[src/rtl/arb_rr4_decode.sv]
// Four-client round-robin arbiter with hold timeout. It drives a registered one-hot
// grant plus the winner's index and an enable for a downstream 2-to-4 decoder.
//
// state   | meaning
// --------+-------------------------------------------------------------
// S_IDLE  | no owner; pick a winner from req starting at ptr
// S_GRANT | gnt_idx owns the slot until done, req drop, or hold expiry
module arb_rr4_decode #(
    parameter int MAX_HOLD = 15
) (
    input  logic       clk,
    input  logic       rst,
    input  logic [3:0] req,
    input  logic [3:0] done,
    output logic [3:0] gnt,
    output logic [1:0] gnt_idx,
    output logic       gnt_en,
    output logic       timeout
);

    typedef enum logic {
        S_IDLE  = 1'b0,
        S_GRANT = 1'b1
    } state_t;

    localparam logic [7:0] MAX_HOLD_C = 8'(MAX_HOLD);

    state_t     state_q, state_d;
    logic [1:0] ptr_q, ptr_d;
    logic [7:0] cnt_q, cnt_d;
    logic [3:0] gnt_q, gnt_d;
    logic [1:0] gnt_idx_q, gnt_idx_d;
    logic       gnt_en_q, gnt_en_d;
    logic       timeout_q, timeout_d;

    logic [1:0] winner;
    logic       win_done;
    logic       win_req;
    logic       hold_expired;
    logic       release_now;

    // Highest offset is scanned first so the lowest offset from ptr wins.
    function automatic logic [1:0] rr_pick(input logic [3:0] r, input logic [1:0] p);
        logic [1:0] w;
        logic [1:0] k;
        w = p;
        for (int i = 3; i >= 0; i--) begin
            k = p + i[1:0];
            if (r[k]) begin
                w = k;
            end
        end
        return w;
    endfunction

    function automatic logic [3:0] onehot(input logic [1:0] idx);
        logic [3:0] v;
        v      = 4'b0000;
        v[idx] = 1'b1;
        return v;
    endfunction

    always_comb begin
        winner       = rr_pick(req, ptr_q);
        win_done     = done[gnt_idx_q];
        win_req      = req[gnt_idx_q];
        hold_expired = (cnt_q == MAX_HOLD_C);
        release_now  = win_done || !win_req || hold_expired;
    end

    always_comb begin
        state_d   = state_q;
        ptr_d     = ptr_q;
        cnt_d     = cnt_q;
        gnt_d     = gnt_q;
        gnt_idx_d = gnt_idx_q;
        timeout_d = 1'b0;

        unique case (state_q)
            S_IDLE: begin
                gnt_d = 4'b0000;
                if (req != 4'b0000) begin
                    state_d   = S_GRANT;
                    gnt_d     = onehot(winner);
                    gnt_idx_d = winner;
                    cnt_d     = 8'd1;
                end
            end
            S_GRANT: begin
                if (release_now) begin
                    state_d   = S_IDLE;
                    gnt_d     = 4'b0000;
                    ptr_d     = gnt_idx_q + 2'd1;
                    timeout_d = hold_expired && !win_done && win_req;
                end else if (cnt_q != 8'hFF) begin
                    cnt_d = cnt_q + 8'd1;
                end
            end
            default: begin
                state_d = S_IDLE;
                gnt_d   = 4'b0000;
            end
        endcase

        gnt_en_d = |gnt_d;
    end

    always_ff @(posedge clk or posedge rst) begin
        if (rst) begin
            state_q   <= S_IDLE;
            ptr_q     <= 2'd0;
            cnt_q     <= 8'd0;
            gnt_q     <= 4'b0000;
            gnt_idx_q <= 2'd0;
            gnt_en_q  <= 1'b0;
            timeout_q <= 1'b0;
        end else begin
            state_q   <= state_d;
            ptr_q     <= ptr_d;
            cnt_q     <= cnt_d;
            gnt_q     <= gnt_d;
            gnt_idx_q <= gnt_idx_d;
            gnt_en_q  <= gnt_en_d;
            timeout_q <= timeout_d;
        end
    end

    assign gnt     = gnt_q;
    assign gnt_idx = gnt_idx_q;
    assign gnt_en  = gnt_en_q;
    assign timeout = timeout_q;

endmodule
[config.mk]
export PLATFORM = sky130hd
export DESIGN_NAME = arb_rr4_decode
export DESIGN_NICKNAME = d
export VERILOG_FILES = /design/src/rtl/arb_rr4_decode.sv
export SDC_FILE = /design/constraint.sdc
export NUM_CORES = 1
export LEC_CHECK = 0
export ABC_AREA = 1
export CAP_MARGIN = 25
export CORE_ASPECT_RATIO = 0.6
export CORE_UTILIZATION = 35
export CTS_BUF_LIST = sky130_fd_sc_hd__clkbuf_8 sky130_fd_sc_hd__clkbuf_16
export DETAILED_ROUTE_END_ITERATION = 10
export SETUP_SLACK_MARGIN = 0.4
export SLEW_MARGIN = 20
export SYNTH_ARGS = -nofsm -noshare
export SYNTH_HDL_FRONTEND = slang
export SYNTH_SLANG_ARGS = --single-unit
[constraint.sdc]
create_clock -name clk -period 4.21 [get_ports clk]
set_input_delay 1.263 -clock clk [delete_from_list [all_inputs] [get_ports clk]]
set_output_delay 1.263 -clock clk [all_outputs]
set_load 0.03 [all_outputs]
**Word level (Yosys, flattened, before mapping)**

Index checks and enable logic that the tools add are counted.

- Equal/unequal tests: 5
- Reductions and logical operators: 12
- Add/sub/neg operators: 5
- Multiplexer cells: 30
- Bitwise operators: 1
- Shifts and indexed selects: 0
- $lt $le $gt $ge: 7
- Divide/modulo/power cells: 0
- Multipliers: 0

Operators with widths:

| operator | number |
|---|---|
| 8-bit two-way mux | 3 |
| 2-bit by 3-bit < comparator with 1-bit output (second input constant) | 6 |
| 8-bit case mux with 2 select lines | 1 |
| 1-bit binary-select mux with 2-bit select | 6 |
| 1-bit two-way mux | 11 |
| 8-bit by 1-bit adder with 8-bit output (second input constant) | 1 |
| 8-bit by 4-bit == test with 1-bit output (second input constant) | 1 |
| 2-bit two-way mux | 4 |
| 4-bit two-way mux | 2 |
| 8-bit inequality test (second input constant) | 1 |
| 4-bit case mux with 2 select lines | 1 |
| 2-bit by 1-bit adder with 2-bit output (second input constant) | 2 |
| 2-bit adder (second input constant) | 2 |
| 2-bit inequality test (second input constant) | 2 |
| 2-bit AND reduction | 2 |
| 4-bit nonzero test | 1 |
| 4-bit OR reduction | 1 |
| 1-bit logical AND | 3 |
| 3-bit AND reduction | 1 |
| 1-bit demux with 2-bit select | 1 |
| 2-bit by 1-bit >= comparator with 1-bit output (second input constant) | 1 |
| 1-bit zero test | 2 |
| 1-bit logical OR | 2 |
| 2-bit by 1-bit inequality test with 1-bit output (second input constant) | 1 |
| 2 further kinds | 2 |

- Register bits: 19
- Bits in latches: 0
- Word-level logic and storage cells: 67
- Memory bits (read-only): 0
- Memories kept: 0
- Output and inout bits: 8
- Bits of input ports: 10
- Memory bits (writable): 0

**Depth between registers and ports, before layout**

Gate-level depths: netlist of the first run.

- Depth after elaboration: 14
- Depth in mapped cells: 15
- Depth with buffers taken out: 14

**Worst setup path after synthesis of the first run**

OpenSTA, ideal clock, no wires.

- Kind: input to register
- Start point: in req[0]
- End point: reg cnt_q[4]
- Setup slack: 1.990 ns
- Stages on the path: 9
- Arrival: 2.083 ns
- Setup time: 0.137 ns
- Buffers on the path: 0
- Required time: 4.073 ns
- Path through: inv_1 > nor2_1 > nand3_1 > nand4_1 > nand2_2 > nand2_2 > nand2_4 > o21ai_0 > a22oi_1

- Word-level cells in the longest chain between the ends: 7
- Elaborated cells on any way between the ends: 9
- Classes of those cells: eq/ne (2); mux (2); reduce/logical (5)

Ends and longest elaborated chain:

| element | RTL line | text |
|---|---|---|
| from (decl) | 13 | `input logic [3:0] req,` |
| 1-bit binary-select mux with 2-bit select | 66 | `win_req = req[gnt_idx_q];` |
| 1-bit two-way mux (implied by the code) | 66 |  |
| 1-bit zero test | 68 | `release_now = win_done \|\| !win_req \|\| hold_expired;` |
| 1-bit logical OR (2 in series) | 68 |  |
| 2-bit inequality test (no source line) | - |  |
| 3-bit AND reduction (no source line) * | - |  |
| to (signal assigned) | 120 | `cnt_q <= cnt_d;` |
| to (decl) | 30 | `logic [7:0] cnt_q, cnt_d;` |

Every way passes the cells marked *; elsewhere a longest branch is shown, timed or not. The select of a mux whose other input is x is not followed.
A chain may end at the register's enable or synchronous reset.

**Final worst setup path of the first run**

- Start point: in req[1]
- End point: reg cnt_q[4]

The elaborated chain is that of the path after synthesis.

==> key figures, run 1 <==
Setup path
  • Kind of critical path: input port to flop
  • CP top delay family: buffers and inverters
  • WP data required: roughly 4300 ps
  • Worst path cell trace: clkdlybuf4s50_1 > inv_1 > nor2_1 > nand2_1 > nand4_1 > nand2_2 > nand2_2 > nand2_4 > o21ai_0 > a22oi_1
  • CP max FO: 7
  • Startpoint types: input port
  • Worst stage delay on the critical path: 500 ps
  • Slowest cell on the critical path: clkdlybuf4s50_1
  • Most used cell, CP: nand2_2
  • Element type at the critical path end: flop
  • Worst path buffer plus inverter count: 2
  • Critical Path AT: between 2000 and 3000 ps

Pwr
  • Net Sw Frac: 50.9%
  • Power Dens Cells: approximately 700 nW/µm²
  • Switching pwr: between 500 and 600 µW
  • Logic pwr share: between 50% and 60%
  • Leakage: 0.699 nW
  • Maximum VDD drop: between 0.3 and 0.4 mV
  • Clk pwr share: ~13%
  • Internal power: between 400 and 500 µW
  • Seq pwr share: 29.8%

Routing
  • WL/cell: about 12 µm
  • Drt via density: ~4.6
  • Total wire length: 2680 µm
  • Via Count: between 1000 and 1500
  • Drt drc: 0
  • Final ANT Viol Nets: 0
  • DR iter-0 viols: just over 90
  • Initial DRT Pass Iterations: 4

Clocking
  • CTS tree: yes
  • CTS root buffer: clkbuf_8
  • Clock latency at the later pin of the worst-skew pair: 260 ps
  • CTS Hold Bufs: 0
  • Htree depth: 1
  • CTS Buf Count: 3
  • Clk sinks: 19
  • PostCTS Resize Cnt: 0
  • Post CTS Setup Buffer Count: 0
  • Clock Pin Slew Worst Setup and Hold Paths: 70 ps
  • CTS Buffer Depth: 2

GRT
  • Initial antenna violation count: 0
  • Largest net degree at the start of global routing: 20
  • Gr usage total: between 10% and 20%
  • Total congestion overflow: 0
  • Vias in the first global route: 1013
  • Global-route wire length before repair: roughly 4700 µm

Timing
  • Fmax: 374 MHz
  • Setup Viol. Count Final: 0
  • Worst slew margin: a little over half
  • Slew Viols, Final: 0
  • Worst slew pin tran: between 700 and 800 ps
  • RSZ-0062 raised after global routing: no
  • Fin crit period: around 2700 ps
  • Worst hold slack: 504 ps
  • Count of final hold-check violations: 0
  • TNS Setup: 0 ps
  • Skew final: roughly 8.6 ps
  • Period Utilization, post-route: about 64%

Place
  • IO buf count: 17
  • DP Wirelength: about 2100 µm
  • Gpl congestion: 0.808

Floorplanning
  • Die area: between 3000 and 4000 µm²
  • Starting Density: about two fifths
  • Floorplan core area: ~3000 µm²
  • Chip height: approximately 47 µm
  • Row cnt: 15
  • I/O pin cnt: 18
  • Die Span X: around 76 µm

Logic synthesis
  • Mean Syn Cell Area: 6.92 µm²
  • Yosys cell types: 21
  • Flops & latches, synth: 19
  • Register area share after synthesis: 40.9%
  • Syn. warnings: 0
  • Net Count, Synth: between 150 and 200
  • Synthesized area: 1160 µm²
  • Post-Syn Instances: between 150 and 200

Layout
  • Fill count: 299
  • Most common cell after layout, fill and taps aside: nand2_1
  • Inserted Diodes: 0
  • Synthesis-to-layout area growth: 22.4%
  • Register area: 475 µm²
  • Area occupied by multi-input gates: around 570 µm²
  • Layout cells sized above 1: between 10% and 20%
  • Commonest cells after routing, fill and taps aside: nand2_1, inv_1, dfrtp_1
  • Fin nets: 200

Flow run
  • Maxcap violations: 0

Run status
  • Status: finished clean

Min path
  • HP Class: flop to flop
synthesized netlist by cell type, drive strengths merged:
cell type	instances	share of area, %
a22oi	1	0.65
o21ai	13	5.6
ha	1	1.1
nor3	3	1.3
nand4	4	2.2
buf	1	0.97
nand3	12	5.2
inv	27	9.1
nor3b	1	1.1
nand2	64	23
xor2	1	0.75
o31ai	1	0.65
a21oi	4	1.7
dfrtp	19	41
nor2	16	5.8
metal layers:
layer / global-route usage, % / vias up / routed length (µm)
li1: - / 567 / -
met4: 2.31 / 0 / 0
met2: 24.5 / 36 / 961
met3: 5.94 / 0 / 165
met1: 26.4 / 455 / 1550
met5: 0 / - / 0
worst paths after layout:
kind	from	end	slack, ps	depth (start not counted)
max in group asynchronous	rst	cnt_q[4]	2340	2
hold / removal	cnt_q[3]	cnt_q[3]	500	1
min in group asynchronous	rst	gnt[2]	1410	2
hold reg to reg	cnt_q[3]	cnt_q[3]	500	1
setup / recovery	req[1]	cnt_q[4]	1530	10
setup reg to reg	ptr_q[0]	gnt_en	2470	13
area by class of cell:
type | count | share of cell area [%]
multi-input combinational | 121 | 40.0
sequential | 19 | 33.4
clock inverter | 1 | 0.528
inverter | 27 | 7.48
clock buffer | 3 | 2.90
tap | 42 | 3.69
timing repair buffer | 17 | 12.0
power groups by stage:
stage | Sequential [mW] | Combinational [mW] | Clock [mW]
after floorplan | 0.322 | 0.402 | 0
after global placement | 0.303 | 0.563 | 0
after detailed placement | 0.300 | 0.571 | 0
after CTS | 0.299 | 0.574 | 0.135
after global routing | 0.308 | 0.650 | 0.146
final | 0.301 | 0.579 | 0.130
sequential cells by signal, indices dropped and copies added (netlist names):
register,flops
ptr_q,2
gnt_en,1
state_q,1
timeout,1
cnt_q,8
gnt_idx,2
gnt,4
logic make-up (layout without fill, tap and decap cells):
family | after synthesis | in the layout | synth area share [%]
DFF | 19 | 19 | 40.9
and+or+nand+nor | 100 | 100 | 38.5
adders and majority gates | 1 | 1 | 1.08
AOI/OAI and AO/OA | 19 | 19 | 8.61
xor gates and xnor gates | 1 | 1 | 0.754
buffers and inverters | 28 | 48 | 10.1
metrics by stage:
stage	setup WS, ps	utilization, %	area (µm²)	total power, mW	std cells
6_report	1530	47.4	1420	1.01	230
5_1_grt	1360	47.4	1420	1.10	230
4_1_cts	1550	47.4	1420	1.01	230
3_5_place_dp	1300	45.8	1370	0.871	226
3_3_place_gp	1270	45.8	1370	0.866	226
2_1_floorplan	1990	-	1160	0.724	168
No activity file was read; power rests on OpenSTA's default activity.
==> run 2: changes to the inputs <==
==> constraint.sdc (replaced) <==
create_clock -name clk -period 2.29 [get_ports clk]
set_input_delay 0.687 -clock clk [delete_from_list [all_inputs] [get_ports clk]]
set_output_delay 0.687 -clock clk [all_outputs]
set_load 0.03 [all_outputs]
==> run 2 against run 1 <==
Compared with the run above: routed wire length grew 3.2%; sequential cell count stayed put; critical path depth grew 1; total power up 98%; hold slack got worse by 4.7 ps; count of clock-buffer cells in the layout unchanged; sequential share of layout area fell by 2.3 points; via count increased by 4.3%; sequential power grew 85%; largest power group unchanged.
==> key figures, run 2 (same netlist as run 1, synthesis figures left out) <==
Run status
  • Status: finished clean

Layout
  • Largest register FFs: 8
  • Fin nets: between 200 and 250
  • Most common cell after layout, fill and taps aside: nand2_1
  • Most flops, register: cnt_q
  • Synthesis-to-layout area growth: 31.9%
  • Commonest cells after routing, fill and taps aside: nand2_1, inv_1, dfrtp_1
  • Layout cells sized above 1: between 20% and 30%
  • Post-layout util: roughly half
  • Finished Layout Cells: ~240
  • Inserted Diodes: 0

Pwr
  • Leakage: between 0.8 and 0.9 nW
  • Logic pwr share: 60.5%
  • Clk pwr share: 11.7%
  • Internal power: 1.00 mW
  • Switching pwr: 998 µW
  • Maximum VDD drop: between 0.6 and 0.7 mV
  • Seq pwr share: between 20% and 30%
  • Power Dens Cells: 1310 nW/µm²
  • Design Power: ~2 mW
  • Net Sw Frac: 49.9%

Timing
  • Slew Viols, Final: 0
  • Setup Viol. Count Final: 0
  • Fmax: around 560 MHz
  • Period Utilization, post-route: between 70% and 80%
  • TNS Setup: 0 ps
  • RSZ-0062 raised after global routing: no
  • Worst slew margin: a little under 80%
  • Fin crit period: ~1800 ps
  • Skew final: 4.43 ps
  • Worst slew pin tran: 323 ps
  • Count of final hold-check violations: 0
  • Worst setup margin: around 490 ps

GRT
  • Global routing's busiest layer: met1
  • Global Route met3 Usage: a little under 5%
  • Initial antenna violation count: 0
  • Largest net degree at the start of global routing: 20
  • Global-route wire length before repair: 4570 µm
  • Vias in the first global route: approximately 1000
  • GR Util met1: approximately a quarter
  • Met2 global-route usage: between 20% and 30%
  • Gr usage total: approximately 17%
  • Total congestion overflow: 0

Floorplanning
  • I/O pin cnt: 18
  • Floorplan core area: 3000 µm²
  • Die area: around 3600 µm²
  • Die Span X: roughly 76 µm
  • Starting Density: 38.7%
  • Row cnt: 15
  • Chip height: around 47 µm

Setup path
  • Critical Path AT: approximately 2000 ps
  • Slowest cell on the critical path: clkdlybuf4s50_1
  • Worst path cell trace: clkdlybuf4s50_1 > nor2_1 > nand2_1 > nand4_1 > nand2_2 > nand2_2 > nand2_4 > nor2_4 > nand2_1 > nand2_1 > a21oi_2
  • FF-to-FF Start: cnt_q[0]
  • WP data required: 2440 ps
  • Reg2reg end: cnt_q[5]
  • CP max FO: 7
  • Reg2Reg Depth: 11
  • Kind of critical path: input port to flop
  • CP top delay family: simple AND/OR/NAND/NOR gates
  • Startpoint types: input port
  • Worst path buffer plus inverter count: 1
  • Worst stage delay on the critical path: 400 ps
  • Reg2reg setup slack: just over 600 ps
  • Element type at the critical path end: flop
  • Most used cell, CP: nand2_1

Clocking
  • Clock Pin Slew Worst Setup and Hold Paths: 70 ps
  • Htree depth: 1
  • CTS tree: yes
  • CTS root buffer: clkbuf_8
  • CTS Buffer Depth: 2
  • CTS Buf Count: 3
  • Clk sinks: 19
  • Clock latency at the later pin of the worst-skew pair: around 260 ps

Min path
  • Min-delay src: cnt_q[3]
  • HP Class: flop to flop
  • Hold Path End: cnt_q[3]
  • Worst Hold Depth: 1

Routing
  • Initial DRT Pass Iterations: 4
  • Total wire length: roughly 2800 µm
  • Drt drc: 0
  • Drt via density: 4.64
  • Via Count: 1104
  • DR iter-0 viols: just over 60
  • WL/cell: between 10 and 15 µm
  • Final ANT Viol Nets: 0

Place
  • DP Wirelength: 2150 µm
  • Dpl cells: roughly 230
  • Pre-CTS setup slack: -9.49 ps
  • IO buf count: 17
  • Gpl congestion: between 0.8 and 0.9

Flow run
  • Maxcap violations: 0
[run 2: timing repair]
item | in CTS | in global routing
hold buffers | 0 | 0
pin swaps | 4 | 17
gates cloned | 0 | 0
buffers inserted | 0 | 2
endpoints found under the setup margin | 15 | 2
resized for setup | 17 | 21
[run 2: per-layer routing]
layer  vias up  wire [µm]
li1        586          -
met1       495       1520
met2        21       1120
met3         2        116
met4         0          8
met5         -          0
[run 2: final cells by class]
class,count,area [µm²]
multi-input combinational,121,626
tap,42,52.6
sequential,19,477
clock inverter,1,5.00
timing repair buffer,25,223
inverter,27,109
clock buffer,3,41.3
fill,303,1470
[run 2: worst max path at each step]
stage,slack (ps),endpoint,cells past startpoint,from
floorplan,650,cnt_q[4],9,req[0]
global placement,-20,cnt_q[4],10,req[0]
detailed placement,-9,cnt_q[4],10,req[1]
CTS,440,cnt_q[5],10,done[0]
global route,390,gnt_en,14,req[3]
finish,490,cnt_q[5],11,done[2]
[run 2: power by group through the flow]
| stage | combinational, mW | clock (mW) | sequential (mW) |
|---|---|---|---|
| 5_1_grt | 1.38 | 0.258 | 0.576 |
| 3_3_place_gp | 1.09 | 0 | 0.555 |
| 2_1_floorplan | 0.739 | 0 | 0.592 |
| 6_report | 1.21 | 0.233 | 0.557 |
| 3_5_place_dp | 1.11 | 0 | 0.551 |
| 4_1_cts | 1.09 | 0.246 | 0.547 |
[run 2: stage by stage]
| stage | cell area, µm² | hold slack (ps) |
|---|---|---|
| 2_1_floorplan | 1160 | 461 |
| 3_3_place_gp | 1420 | 483 |
| 3_5_place_dp | 1420 | 485 |
| 4_1_cts | 1450 | 497 |
| 5_1_grt | 1530 | 532 |
| 6_report | 1530 | 499 |
